## src/rtl/gatorga_pkg.sv

```systemverilog
// gatorga_pkg
//   Shared types for the gatorga game core.
//   - GP_X_W / GP_Y_W : default coordinate widths (bullet_t is built on these)
//   - SCREEN_W / SCREEN_H : visible raster size
//   - sched_state_e : bullet scheduler FSM states
//   - bullet_t : one bullet slot {active, x, y}
package gatorga_pkg;

  localparam int GP_X_W   = 10;
  localparam int GP_Y_W   = 10;
  localparam int SCREEN_W = 640;
  localparam int SCREEN_H = 480;

  typedef enum logic {
    IDLE   = 1'b0,
    UPDATE = 1'b1
  } sched_state_e;

  typedef struct packed {
    logic              active;
    logic [GP_X_W-1:0] x;
    logic [GP_Y_W-1:0] y;
  } bullet_t;

endpackage

```

## src/rtl/bullet_slot_alloc.sv

```systemverilog
// bullet_slot_alloc
//   Lowest-index free-slot priority encoder for the bullet pool.
//   Ports:
//     live_mask  in   NUM_BULLETS  per-slot active flags
//     free_idx   out  IDX_W        lowest slot with live_mask==0 (0 when none free)
//     any_free   out  1            at least one slot is free
module bullet_slot_alloc #(
  parameter int NUM_BULLETS = 4,
  parameter int IDX_W       = $clog2(NUM_BULLETS)
) (
  input  logic [NUM_BULLETS-1:0] live_mask,
  output logic [IDX_W-1:0]       free_idx,
  output logic                   any_free
);

  // Scan high to low so the lowest free index is the last one written.
  always_comb begin
    free_idx = '0;
    any_free = 1'b0;
    for (int i = NUM_BULLETS-1; i >= 0; i--) begin
      if (!live_mask[i]) begin
        free_idx = IDX_W'(i);
        any_free = 1'b1;
      end
    end
  end

endmodule

```

## src/rtl/bullet_scheduler.sv

```systemverilog
// bullet_scheduler
//   Player-bullet pool: turns fire edges into rate-limited spawns, allocates the
//   lowest free slot, and once per frame walks the slots moving bullets upward
//   and retiring the ones that would leave the top of the screen.
//   Ports:
//     clk125, rst_n   clock / async active-low reset
//     frame_tick      1-cycle pulse at vblank start
//     fire            synchronised fire button level
//     ship_x          ship x, sampled at spawn
//     hit_valid/slot  collision report, clears that slot's active flag
//     bullet_active   per-slot live flag
//     bullet_x/_y     packed coordinates, slot i at [i*W +: W]
//     fire_ack        1-cycle pulse when a shot spawns
//     update_busy     high while the per-frame slot walk runs
module bullet_scheduler
  import gatorga_pkg::*;
#(
  parameter int NUM_BULLETS     = 4,
  parameter int X_W             = GP_X_W,
  parameter int Y_W             = GP_Y_W,
  parameter int SHIP_Y          = 440,
  parameter int BULLET_SPEED    = 4,
  parameter int COOLDOWN_FRAMES = 8
) (
  input  logic                           clk125,
  input  logic                           rst_n,
  input  logic                           frame_tick,
  input  logic                           fire,
  input  logic [X_W-1:0]                 ship_x,
  input  logic                           hit_valid,
  input  logic [$clog2(NUM_BULLETS)-1:0] hit_slot,
  output logic [NUM_BULLETS-1:0]         bullet_active,
  output logic [NUM_BULLETS*X_W-1:0]     bullet_x,
  output logic [NUM_BULLETS*Y_W-1:0]     bullet_y,
  output logic                           fire_ack,
  output logic                           update_busy
);

  localparam int IDX_W = $clog2(NUM_BULLETS);
  localparam int CD_W  = $clog2(COOLDOWN_FRAMES + 1);

  bullet_t          slots [NUM_BULLETS];
  sched_state_e     state, state_n;
  logic [IDX_W-1:0] upd_idx, upd_idx_n;
  logic [CD_W-1:0]  cooldown;
  logic             pending, fire_q;
  logic [IDX_W-1:0] free_idx;
  logic             any_free;
  logic             fire_rise, serve, spawn, reject;

  bullet_slot_alloc #(
    .NUM_BULLETS (NUM_BULLETS),
    .IDX_W       (IDX_W)
  ) u_alloc (
    .live_mask (bullet_active),
    .free_idx  (free_idx),
    .any_free  (any_free)
  );

  // fire_q powers up at 1 so a button held through reset is not an edge.
  assign fire_rise = fire & ~fire_q;

  // A pending request is resolved only in a quiet IDLE cycle; a frame_tick
  // in the same cycle starts the update first and the request waits for it.
  assign serve  = pending && (state == IDLE) && !frame_tick;
  assign spawn  = serve && (cooldown == '0) && any_free;
  assign reject = serve && !((cooldown == '0) && any_free);

  always_comb begin
    state_n   = state;
    upd_idx_n = upd_idx;
    case (state)
      IDLE: begin
        if (frame_tick) begin
          state_n   = UPDATE;
          upd_idx_n = '0;
        end
      end
      UPDATE: begin
        // frame_tick is deliberately ignored here: no restart, no queueing.
        if (upd_idx == IDX_W'(NUM_BULLETS-1)) state_n = IDLE;
        else                                  upd_idx_n = upd_idx + 1'b1;
      end
      default: state_n = IDLE;
    endcase
  end

  always_ff @(posedge clk125 or negedge rst_n) begin
    if (!rst_n) begin
      state       <= IDLE;
      upd_idx     <= '0;
      fire_q      <= 1'b1;
      pending     <= 1'b0;
      cooldown    <= '0;
      fire_ack    <= 1'b0;
      update_busy <= 1'b0;
    end else begin
      state       <= state_n;
      upd_idx     <= upd_idx_n;
      fire_q      <= fire;
      fire_ack    <= spawn;
      update_busy <= (state_n == UPDATE);

      // Resolution wins over a new rise: pending holds at most one shot.
      if (spawn || reject) pending <= 1'b0;
      else if (fire_rise)  pending <= 1'b1;

      if (spawn)
        cooldown <= frame_tick ? CD_W'(COOLDOWN_FRAMES-1) : CD_W'(COOLDOWN_FRAMES);
      else if (frame_tick && (cooldown != '0))
        cooldown <= cooldown - 1'b1;
    end
  end

  // Per-slot priority: spawn (only ever into a free slot) > hit > frame update.
  always_ff @(posedge clk125 or negedge rst_n) begin
    if (!rst_n) begin
      for (int i = 0; i < NUM_BULLETS; i++) slots[i] <= '0;
    end else begin
      for (int i = 0; i < NUM_BULLETS; i++) begin
        if (spawn && (free_idx == IDX_W'(i))) begin
          slots[i] <= '{active: 1'b1, x: ship_x, y: Y_W'(SHIP_Y)};
        end else if (hit_valid && (hit_slot == IDX_W'(i))) begin
          slots[i].active <= 1'b0;
        end else if ((state == UPDATE) && (upd_idx == IDX_W'(i)) && slots[i].active) begin
          // Retire instead of subtracting past zero.
          if (slots[i].y < Y_W'(BULLET_SPEED)) slots[i] <= '0;
          else                                 slots[i].y <= slots[i].y - Y_W'(BULLET_SPEED);
        end
      end
    end
  end

  for (genvar g = 0; g < NUM_BULLETS; g++) begin : g_flat
    assign bullet_active[g]         = slots[g].active;
    assign bullet_x[g*X_W +: X_W]   = slots[g].x;
    assign bullet_y[g*Y_W +: Y_W]   = slots[g].y;
  end

endmodule
```

## config.mk

```make
export PLATFORM = sky130hd
export DESIGN_NAME = bullet_scheduler
export DESIGN_NICKNAME = d
export VERILOG_FILES = /design/src/rtl/gatorga_pkg.sv /design/src/rtl/bullet_slot_alloc.sv /design/src/rtl/bullet_scheduler.sv
export SDC_FILE = /design/constraint.sdc
export NUM_CORES = 1
export LEC_CHECK = 0
export BUFFER_PORTS_ARGS = -buffer_cell sky130_fd_sc_hd__buf_2
export CORE_ASPECT_RATIO = 0.9
export CORE_MARGIN = 2
export CORE_UTILIZATION = 57
export DETAILED_ROUTE_END_ITERATION = 12
export HOLD_SLACK_MARGIN = 0.02
export PLACE_DENSITY_LB_ADDON = 0.08
export RECOVER_POWER = 100
export SLEW_MARGIN = 20
export SYNTH_ARGS = -nofsm -noshare
export SYNTH_HDL_FRONTEND = slang
export SYNTH_HIERARCHICAL = 1
export SYNTH_SLANG_ARGS = --single-unit
```

## constraint.sdc

```tcl
create_clock -name clk125 -period 6.5 [get_ports clk125]
set_input_delay 0.325 -clock clk125 [delete_from_list [all_inputs] [get_ports clk125]]
set_output_delay 0.325 -clock clk125 [all_outputs]
set_load 0.1 [all_outputs]
```

**After elaboration in Yosys (flattened, before gate mapping)**

Cells that the tools add are included.

- Add/sub/neg operators: 6
- $lt $le $gt $ge: 4
- Equality and inequality tests: 15
- Muxes and demuxes: 43
- Bitwise logic cells: 3
- Reductions and logical operators: 62

Operators by type and width:

| cell | count |
|---|---|
| 21-bit two-way mux | 8 |
| 20-bit two-way mux | 4 |
| 11-bit two-way mux | 4 |
| 10-bit by 3-bit less-than comparator with 1-bit output (second input constant) | 4 |
| 10-bit two-way mux | 4 |
| 10-bit by 3-bit subtractor with 10-bit output (second input constant) | 4 |
| 3-bit nonzero test | 8 |
| 1-bit logical AND | 23 |
| 2-bit nonzero test | 10 |
| 2-bit AND reduction | 9 |
| 2-bit == test (second input constant) | 6 |
| 1-bit two-way mux | 12 |
| 2-bit two-way mux | 6 |
| 4-bit two-way mux | 3 |
| 2-bit != test (second input constant) | 6 |
| 3-bit AND reduction | 4 |
| 2-bit by 1-bit == test with 1-bit output (second input constant) | 3 |
| 2-bit zero test | 3 |
| 4-bit zero test | 1 |
| 2-bit one-hot mux with 2 select lines | 1 |
| 4-bit nonzero test | 1 |
| 4-bit by 1-bit subtractor with 4-bit output (second input constant) | 1 |
| 2-bit by 1-bit adder with 2-bit output (second input constant) | 1 |
| 1-bit zero test | 2 |
| other kinds (4) | 5 |

- Register bits: 94
- Output and inout port bits: 86

**Depth between registers and ports, before layout**

Gate-level depths: netlist (run 1).

- Depth after elaboration: 9
- Gate-level depth with buffers: 9

**By module**

Netlist (run 1), hierarchy kept.

Modules (own cells, without submodules):

| module | instances | cells an instance | area an instance (µm²) | seq. area each (µm²) |
|---|---|---|---|---|
| bullet_scheduler | 1 | 368 | 4062.6 | 2153.3 |
| bullet_slot_alloc | 1 | 5 | 28.8 | 0.0 |

**Least setup slack after synthesis (run 1)**

OpenSTA, ideal clock, no wires.

- Path type: reg-to-reg
- From: reg slots, in the netlist bullet_active[3]
- To: reg slots, in the netlist bullet_x[0]
- Data arrival time: 2409 ps
- Required time: 6377 ps
- Slack: 3968 ps
- Cell stages (with the launch flop): 8
- Path buffers: 3
- Period minus slack after synthesis: 2532 ps
- Path through: dfrtp_1 a21oi_1 clkbuf_1 or4_4 buf_6 a21boi_4 buf_6 a22o_1

- Word-level cells in the longest chain between the ends: 8

Ends and longest elaborated chain:

| element | line | RTL |
|---|---|---|
| from (decl) | bullet_scheduler.sv:42 | `bullet_t slots [NUM_BULLETS];` |
| from (signal, indexed assignment) | bullet_scheduler.sv:122 | `slots[i] <= '{active: 1'b1, x: ship_x, y: Y_W'(SHIP_Y)};` |
| 2-bit two-way mux * (4 in series) | bullet_slot_alloc.sv:21 | `if (!live_mask[i]) begin` |
| net free_idx[1] | bullet_scheduler.sv:47 | `logic [IDX_W-1:0] free_idx;` |
| 2-bit zero test * | bullet_scheduler.sv:121 | `if (spawn && (free_idx == IDX_W'(i))) begin` |
| 1-bit logical AND * | bullet_scheduler.sv:121 |  |
| 2-bit != test (no line) / 2-bit nonzero test (equally long branches) | -- |  |
| 3-bit AND reduction (no line) | -- |  |

Mark *: on every way through the listed nets, which the timed path passes. The rest lies on a longest branch.
A chain may end at the register's enable or synchronous reset.

**Worst setup path in the final report (run 1)**

- From: reg slots, in the netlist bullet_active[3]
- To: reg slots, in the netlist bullet_y[19]

- Word-level cells in the longest chain between the ends: 8

Ends and longest elaborated chain:

| element | line |
|---|---|
| 2-bit two-way mux * (4 in series) | bullet_slot_alloc.sv:21 |
| net free_idx[0] | bullet_scheduler.sv:47 |
| 2-bit by 1-bit == test with 1-bit output * | bullet_scheduler.sv:121 |
| 1-bit logical AND * | bullet_scheduler.sv:121 |
| 2-bit != test (no line) / 2-bit nonzero test (equally long branches) | -- |
| 2-bit AND reduction (no line) | -- |

Marks and branches as above.

==> results of run 1 <==
## metal layers
| layer | global-route usage | share of wire | vias up |
|---|---|---|---|
| met4 | 0.0842 | 0.015 | 0 |
| met1 | 0.362 | 0.47 | 1609 |
| met5 | 0 | 0 | - |
| met3 | 0.0673 | 0.063 | 13 |
| li1 | - | - | 1575 |
| met2 | 0.376 | 0.46 | 118 |
## sequential cells by signal (all words and copies together) (netlist names)
register / cells
bullet_y: 32
fire_q: 1
bullet_active: 4
cooldown: 4
state: 1
bullet_x: 40
fire_ack: 1
upd_idx: 2
pending: 1
## cells by family after synthesis
group | count (synthesis) | share of synthesized area
other | 1 | 0.000917
flip-flops | 86 | 0.526
multiplexers | 4 | 0.0104
buffers and inverters | 38 | 0.0465
AO/OA/AOI/OAI | 95 | 0.179
adder cells (fa/ha/maj) | 9 | 0.0275
XOR/XNOR | 4 | 0.00856
AND/OR/NAND/NOR | 136 | 0.201
## synthesized netlist by cell type, types with 3 or more instances
master	number
dfrtp_1	85
a22o_1	42
nand2_1	23
nand3_1	21
inv_1	15
nor3_1	15
o21ai_0	15
a21oi_1	11
clkbuf_1	11
a211o_1	9
ha_1	9
nor2_1	9
buf_4	8
and3_1	6
nand4_1	6
nor4_1	6
o31ai_1	6
nand3b_1	5
or3_1	5
or4_1	5
and2_1	4
nand2b_1	4
nor3b_1	4
nor2b_1	3
o211ai_1	3
or4b_2	3
xor2_1	3
## layout make-up
class / instances / area, µm²
fill: 599 / 2300
multi-input combinational: 256 / 1750
inverter: 15 / 56.3
timing repair buffer: 97 / 392
clock inverter: 5 / 108
clock buffer: 10 / 128
tap: 93 / 116
sequential: 86 / 2150
## layout by cell type, fill, tap and decap left out, types with 9 or more instances in the layout
cell type,instances
dfrtp_1,85
clkbuf_1,82
a22o_1,42
nand2_1,23
nand3_1,21
nor3_1,16
inv_1,15
o21ai_0,15
buf_2,14
a21oi_1,11
nor2_1,9
a211o_1,9
ha_1,9
clkbuf_8,9
## worst max-delay path, delay by kind of cell, from the launching register on
kind | cells | cell delay, ns
AND/OR/NAND/NOR | 2 | 1.52
buffers and inverters | 1 | 0.18
AO/OA/AOI/OAI | 2 | 0.70
flip-flops | 1 | 0.43
## path summary, 6_finish.rpt
kind,cells past startpoint,to,slack [ns],start
setup / recovery,5,bullet_y[19],3.50,bullet_active[3]
hold / removal,1,fire_q,0.08,fire
setup reg to reg,5,bullet_y[19],3.50,bullet_active[3]
hold reg to reg,1,bullet_x[31],0.50,bullet_x[31]
max in group asynchronous,3,bullet_y[7],4.29,rst_n
min in group asynchronous,2,bullet_y[13],0.78,rst_n
## power by group
part	total, mW	switching [mW]	internal, mW
clock network	0.446	0.191	0.255
logic	0.663	0.535	0.128
registers	0.698	0.0879	0.610
## metrics by stage
stage               total power, mW  utilization  hold WS, ns  cell area (µm²)
floorplan                      1.27            -       0.0294             4120
global placement               1.38        0.657        0.249             4600
detailed placement             1.39        0.657        0.249             4600
CTS                            1.84        0.692       0.0651             4840
global route                   1.89        0.672       0.0581             4710
finish                         1.81        0.672       0.0766             4710
## timing repair
item,4_1_cts,5_1_grt
hold buffers,1,0
hold endpoints to repair,24,0
resized for setup,0,0
==> tab_implementation.tex, run 1 <==
\begin{tabular}{lr}
\hline
Metric & Value \\
\hline
\multicolumn{2}{l}{\textbf{Cells and area}} \\
Share of post-route cells with drive strength above 1 & 0.0874 \\
Inserted Diodes & 0 \\
Area growth from synthesis to final layout & 15.0\% \\
Non-Filler Instances & 562 \\
Final net count & 491 \\
\multicolumn{2}{l}{\textbf{Synth}} \\
Number of storage elements in the synthesis netlist & 86 \\
Distinct cells, synth & 56 \\
Yosys warning count & 6 \\
Number of enable flip-flop cells after synthesis & 0 \\
Share of the synthesized area in the top cell type & 0.520 \\
Async set-reset flop share out of synthesis & 1.00 \\
Area of the mapped netlist & 0.00409 mm² \\
Mapped Avg Cell Area & 11.0 µm² \\
Cell types occupying the most area after synthesis & dfrtp\_1, a22o\_1, ha\_1 \\
Biggest area consumer among synthesized cells & dfrtp\_1 \\
Post-synthesis sequential area ratio & 0.526 \\
Primary FF master, synth & dfrtp\_1 \\
Synth Instances & 373 \\
\multicolumn{2}{l}{\textbf{Detailed routing}} \\
Via-to-Cell Ratio & 5.90 \\
Routed len/inst & 16.8 µm \\
Detail Route Antenna Nets & 0 \\
Total number of vias & 3,315 \\
Initial detailed-routing violation count & 232 \\
Residual DRC count & 0 \\
Total wirelength of the detailed-routed design & 9440 µm \\
First-pass iteration count of the detailed router & 4 \\
\multicolumn{2}{l}{\textbf{Clock network}} \\
Root buf cell & clkbuf\_8 \\
Total CTS buffers & 9 \\
Clock Sink Count & 86 \\
Longest Clk Path Bufs & 2 \\
CTS clock-pin slew for the worst setup and hold paths & 0.09 ns \\
Skew-Pair Late Insertion Delay & 0.36 ns \\
CTS tree & done \\
H-tree Lvls & 3 \\
Setup Buffers After CTS & 0 \\
\multicolumn{2}{l}{\textbf{Floorplan}} \\
Area of the core region & 0.00700 mm² \\
Standard-cell rows & 29 \\
Number of I/O pins & 103 \\
Vertical extent of the die & 84.4 µm \\
Floorplan die width & 93.3 µm \\
Die Area & 0.00787 mm² \\
Initial Utilization & 0.584 \\
\multicolumn{2}{l}{\textbf{Setup path}} \\
Crit path cell chain & nand2b\_1, a21boi\_0, inv\_1, nor3\_1, o21ai\_0 \\
Data required time at the worst endpoint & 6.67 ns \\
Type of destination of the critical path & flip-flop \\
Critical path peak fanout & 14 \\
Highest cell delay on the worst timing path & 1.36 ns \\
Classification of the worst setup path & reg -> reg \\
CP max-delay cell & nor3\_1 \\
Arrival time at the worst endpoint & 3.17 ns \\
Startpoint Class & flip-flop \\
\multicolumn{2}{l}{\textbf{Outcome}} \\
Violated checks & capacitance limit, slew limit \\
Run status & finished, violations left \\
\multicolumn{2}{l}{\textbf{Global routing}} \\
Aggregate global-route resource usage & 0.252 \\
First-pass GRT wire length & 15,400 µm \\
Total overflow reported by the global router & 0 \\
Initial antenna violation count & 0 \\
Maximum number of pins on one net before global-route repair & 63 \\
Vias in the first global route & 3,029 \\
\multicolumn{2}{l}{\textbf{Timing}} \\
Actual transition at the worst max-transition pin & 1.72 ns \\
Worst-case setup margin in the final layout & 3.50 ns \\
Post-route clock skew & 0.00794 ns \\
Min Tclk post-route & 3.00 ns \\
Period utilisation layout & 0.462 \\
Setup\_tns & 0 ns \\
Number of setup violations in the final report & 0 \\
RSZ-0062 raised after global routing & no \\
Number of hold-slack violations in the final timing report & 0 \\
Achievable clock frequency & 0.333 GHz \\
Max-slew headroom at the worst pin & -0.158 \\
Slew Viols, Final & 29 \\
\multicolumn{2}{l}{\textbf{Place}} \\
Post-detailed-placement half-perimeter wirelength & 6590 µm \\
Number of input and output port buffers inserted & 94 \\
Number of cells in the design after placement & 546 \\
Final weighted congestion of routability-driven global placement & 0.813 \\
Post-Place Setup Slack & 3.97 ns \\
\multicolumn{2}{l}{\textbf{Pwr}} \\
Leakage power total & 2.14 nW \\
Max VDD drop & 0.000232 V \\
Power density normalized to cell area & 384 mW/mm² \\
\multicolumn{2}{l}{\textbf{Hold path}} \\
Worst Hold Class & in -> reg \\
\multicolumn{2}{l}{\textbf{Job}} \\
Max cap viols & 3 \\
\hline
\end{tabular}
Power figures use the tool's default switching activity.
==> run 2: changes to the inputs <==
--- a/config.mk
+++ b/config.mk
@@ -8,7 +8,7 @@
 export BUFFER_PORTS_ARGS = -buffer_cell sky130_fd_sc_hd__buf_2
 export CORE_ASPECT_RATIO = 0.9
 export CORE_MARGIN = 2
-export CORE_UTILIZATION = 57
+export CORE_UTILIZATION = 53
 export DETAILED_ROUTE_END_ITERATION = 12
 export HOLD_SLACK_MARGIN = 0.02
 export PLACE_DENSITY_LB_ADDON = 0.08
==> constraint.sdc (replaced) <==
create_clock -name clk125 -period 3 [get_ports clk125]
set_input_delay 0.15 -clock clk125 [delete_from_list [all_inputs] [get_ports clk125]]
set_output_delay 0.15 -clock clk125 [all_outputs]
set_load 0.1 [all_outputs]
==> tab_implementation.tex, run 2 (synthesized netlist as in run 1, its figures left out) <==
\begin{tabular}{lr}
\hline
Metric & Value \\
\hline
\multicolumn{2}{l}{\textbf{Outcome}} \\
Run status & finished, violations left \\
Violated checks & capacitance limit, slew limit \\
\multicolumn{2}{l}{\textbf{Hold path}} \\
Startpoint of the most critical hold path & ship\_x[0] \\
Number of cells on the worst hold path & 2 \\
Endpoint of the worst hold path & bullet\_x[10] \\
Worst Hold Class & in -> reg \\
\multicolumn{2}{l}{\textbf{Timing}} \\
Achievable clock frequency & 0.397 GHz \\
RSZ-0062 raised after global routing & no \\
Worst hold slack & 0.0808 ns \\
Setup\_tns & 0 ns \\
Slew Viols, Final & 60 \\
Number of hold-slack violations in the final timing report & 0 \\
Min Tclk post-route & 2.52 ns \\
Post-route clock skew & 0.0122 ns \\
Period utilisation layout & 0.840 \\
Worst-case setup margin in the final layout & 0.480 ns \\
Max-slew headroom at the worst pin & -0.00131 \\
Number of setup violations in the final report & 0 \\
Actual transition at the worst max-transition pin & 1.50 ns \\
\multicolumn{2}{l}{\textbf{Cells and area}} \\
Inserted Diodes & 0 \\
Flip-flop count of the largest register, all copies and words added & 40 \\
Most common cell after layout, fill and taps aside & dfrtp\_1 \\
Most used cells in the layout excluding fill and tap cells & dfrtp\_1, clkbuf\_1, a22o\_1 \\
Utilization after layout & 0.628 \\
Share of post-route cells with drive strength above 1 & 0.0943 \\
Final net count & 498 \\
Area growth from synthesis to final layout & 15.3\% \\
\multicolumn{2}{l}{\textbf{Detailed routing}} \\
First-pass iteration count of the detailed router & 7 \\
Met3 routed WL & 550 µm \\
Topmost layer with routed signal wires & met4 \\
Routed len/inst & 17.2 µm \\
Met2 wire len & 4530 µm \\
Initial detailed-routing violation count & 171 \\
Total number of vias & 3,388 \\
Residual DRC count & 0 \\
WL met1 & 4670 µm \\
Via-to-Cell Ratio & 5.91 \\
Detail Route Antenna Nets & 0 \\
Total wirelength of the detailed-routed design & 9840 µm \\
\multicolumn{2}{l}{\textbf{Floorplan}} \\
Area of the core region & 0.00751 mm² \\
Standard-cell rows & 30 \\
Floorplan die width & 96.6 µm \\
Number of I/O pins & 103 \\
Initial Utilization & 0.545 \\
Vertical extent of the die & 87.4 µm \\
Die Area & 0.00844 mm² \\
\multicolumn{2}{l}{\textbf{Setup path}} \\
Origin of the critical flop-to-flop path & bullet\_active[3] \\
Crit path cell chain & nand2b\_1, a21boi\_0, nand2\_1, nor3\_1, clkbuf\_1, a22o\_1 \\
Buffers plus inverters on the worst setup path & 1 \\
Data required time at the worst endpoint & 3.29 ns \\
Reg-to-reg slack, setup & 0.48 ns \\
Type of destination of the critical path & flip-flop \\
Worst path top cell family by delay & compound AO/OA/AOI/OAI gates \\
Startpoint Class & flip-flop \\
Critical path peak fanout & 17 \\
Classification of the worst setup path & reg -> reg \\
Arrival time at the worst endpoint & 2.81 ns \\
Terminus of the critical flop-to-flop path & bullet\_x[35] \\
Length in cells of the worst reg-to-reg path & 6 \\
CP max-delay cell & clkbuf\_1 \\
Highest cell delay on the worst timing path & 0.68 ns \\
\multicolumn{2}{l}{\textbf{Job}} \\
Max cap viols & 1 \\
\multicolumn{2}{l}{\textbf{Global routing}} \\
Total overflow reported by the global router & 0 \\
Initial antenna violation count & 0 \\
First-pass GRT wire length & 16,200 µm \\
Maximum number of pins on one net before global-route repair & 61 \\
Vias in the first global route & 3,152 \\
Aggregate global-route resource usage & 0.239 \\
\multicolumn{2}{l}{\textbf{Clock network}} \\
Root buf cell & clkbuf\_8 \\
CTS clock-pin slew for the worst setup and hold paths & 0.10 ns \\
CTS tree & done \\
Skew-Pair Late Insertion Delay & 0.36 ns \\
Clock Sink Count & 86 \\
Total CTS buffers & 9 \\
Longest Clk Path Bufs & 2 \\
Setup Buffers After CTS & 0 \\
H-tree Lvls & 3 \\
\multicolumn{2}{l}{\textbf{Place}} \\
Number of input and output port buffers inserted & 94 \\
Post-detailed-placement half-perimeter wirelength & 6850 µm \\
Post-Place Setup Slack & 0.715 ns \\
Final weighted congestion of routability-driven global placement & 0.870 \\
\multicolumn{2}{l}{\textbf{Pwr}} \\
Leakage power total & 2.15 nW \\
Power density normalized to cell area & 811 mW/mm² \\
Total Power & 3.83 mW \\
Max VDD drop & 0.000522 V \\
\hline
\end{tabular}
-- run 2: how the worst max path moves through the flow --
stage                         to  slack, ns        startpoint  cells after the start
finish              bullet_x[35]       0.48  bullet_active[3]                      6
global route        bullet_x[20]       0.39  bullet_active[3]                      6
CTS                 bullet_x[16]       0.68       cooldown[0]                      7
detailed placement  bullet_x[22]       0.71  bullet_active[3]                      6
global placement    bullet_x[15]       0.79       cooldown[0]                      7
floorplan            bullet_x[0]       0.47  bullet_active[3]                      7
-- run 2: cell type report --
type                       count  area (µm²)
tap                           96         120
timing repair buffer         104         433
fill                         680        2790
multi-input combinational    256        1750
sequential                    86        2150
clock buffer                   9         124
inverter                      15        56.3
clock inverter                 7        81.3
-- run 2: timing repair --
item | CTS | global route
hold buffers | 2 | 0
resized for setup | 0 | 0
endpoints found under the hold margin | 58 | 0
-- run 2: where the power goes --
part,switching [mW],internal (mW)
registers,0.186,1.32
logic,1.18,0.283
clock network,0.452,0.397
total,1.82,2.00
-- run 2: worst register-to-register path, stage by stage, from the launching register on --
cell	delay (ns)
dfrtp_1	0.46
nand2b_1	0.17
a21boi_0	0.45
nand2_1	0.11
nor3_1	0.32
clkbuf_1	0.68
a22o_1	0.27
-- run 2: metrics by stage --
stage / cells / cell area, µm²
finish: 573 / 4720
global route: 573 / 4720
CTS: 573 / 4860
detailed placement: 555 / 4640
global placement: 555 / 4640
floorplan: 380 / 4120
-- run 2: routing by layer --
layer | vias up | GRT usage
li1 | 1591 | -
met1 | 1669 | 0.349
met2 | 118 | 0.362
met3 | 10 | 0.0482
met4 | 0 | 0.0794
met5 | - | 0
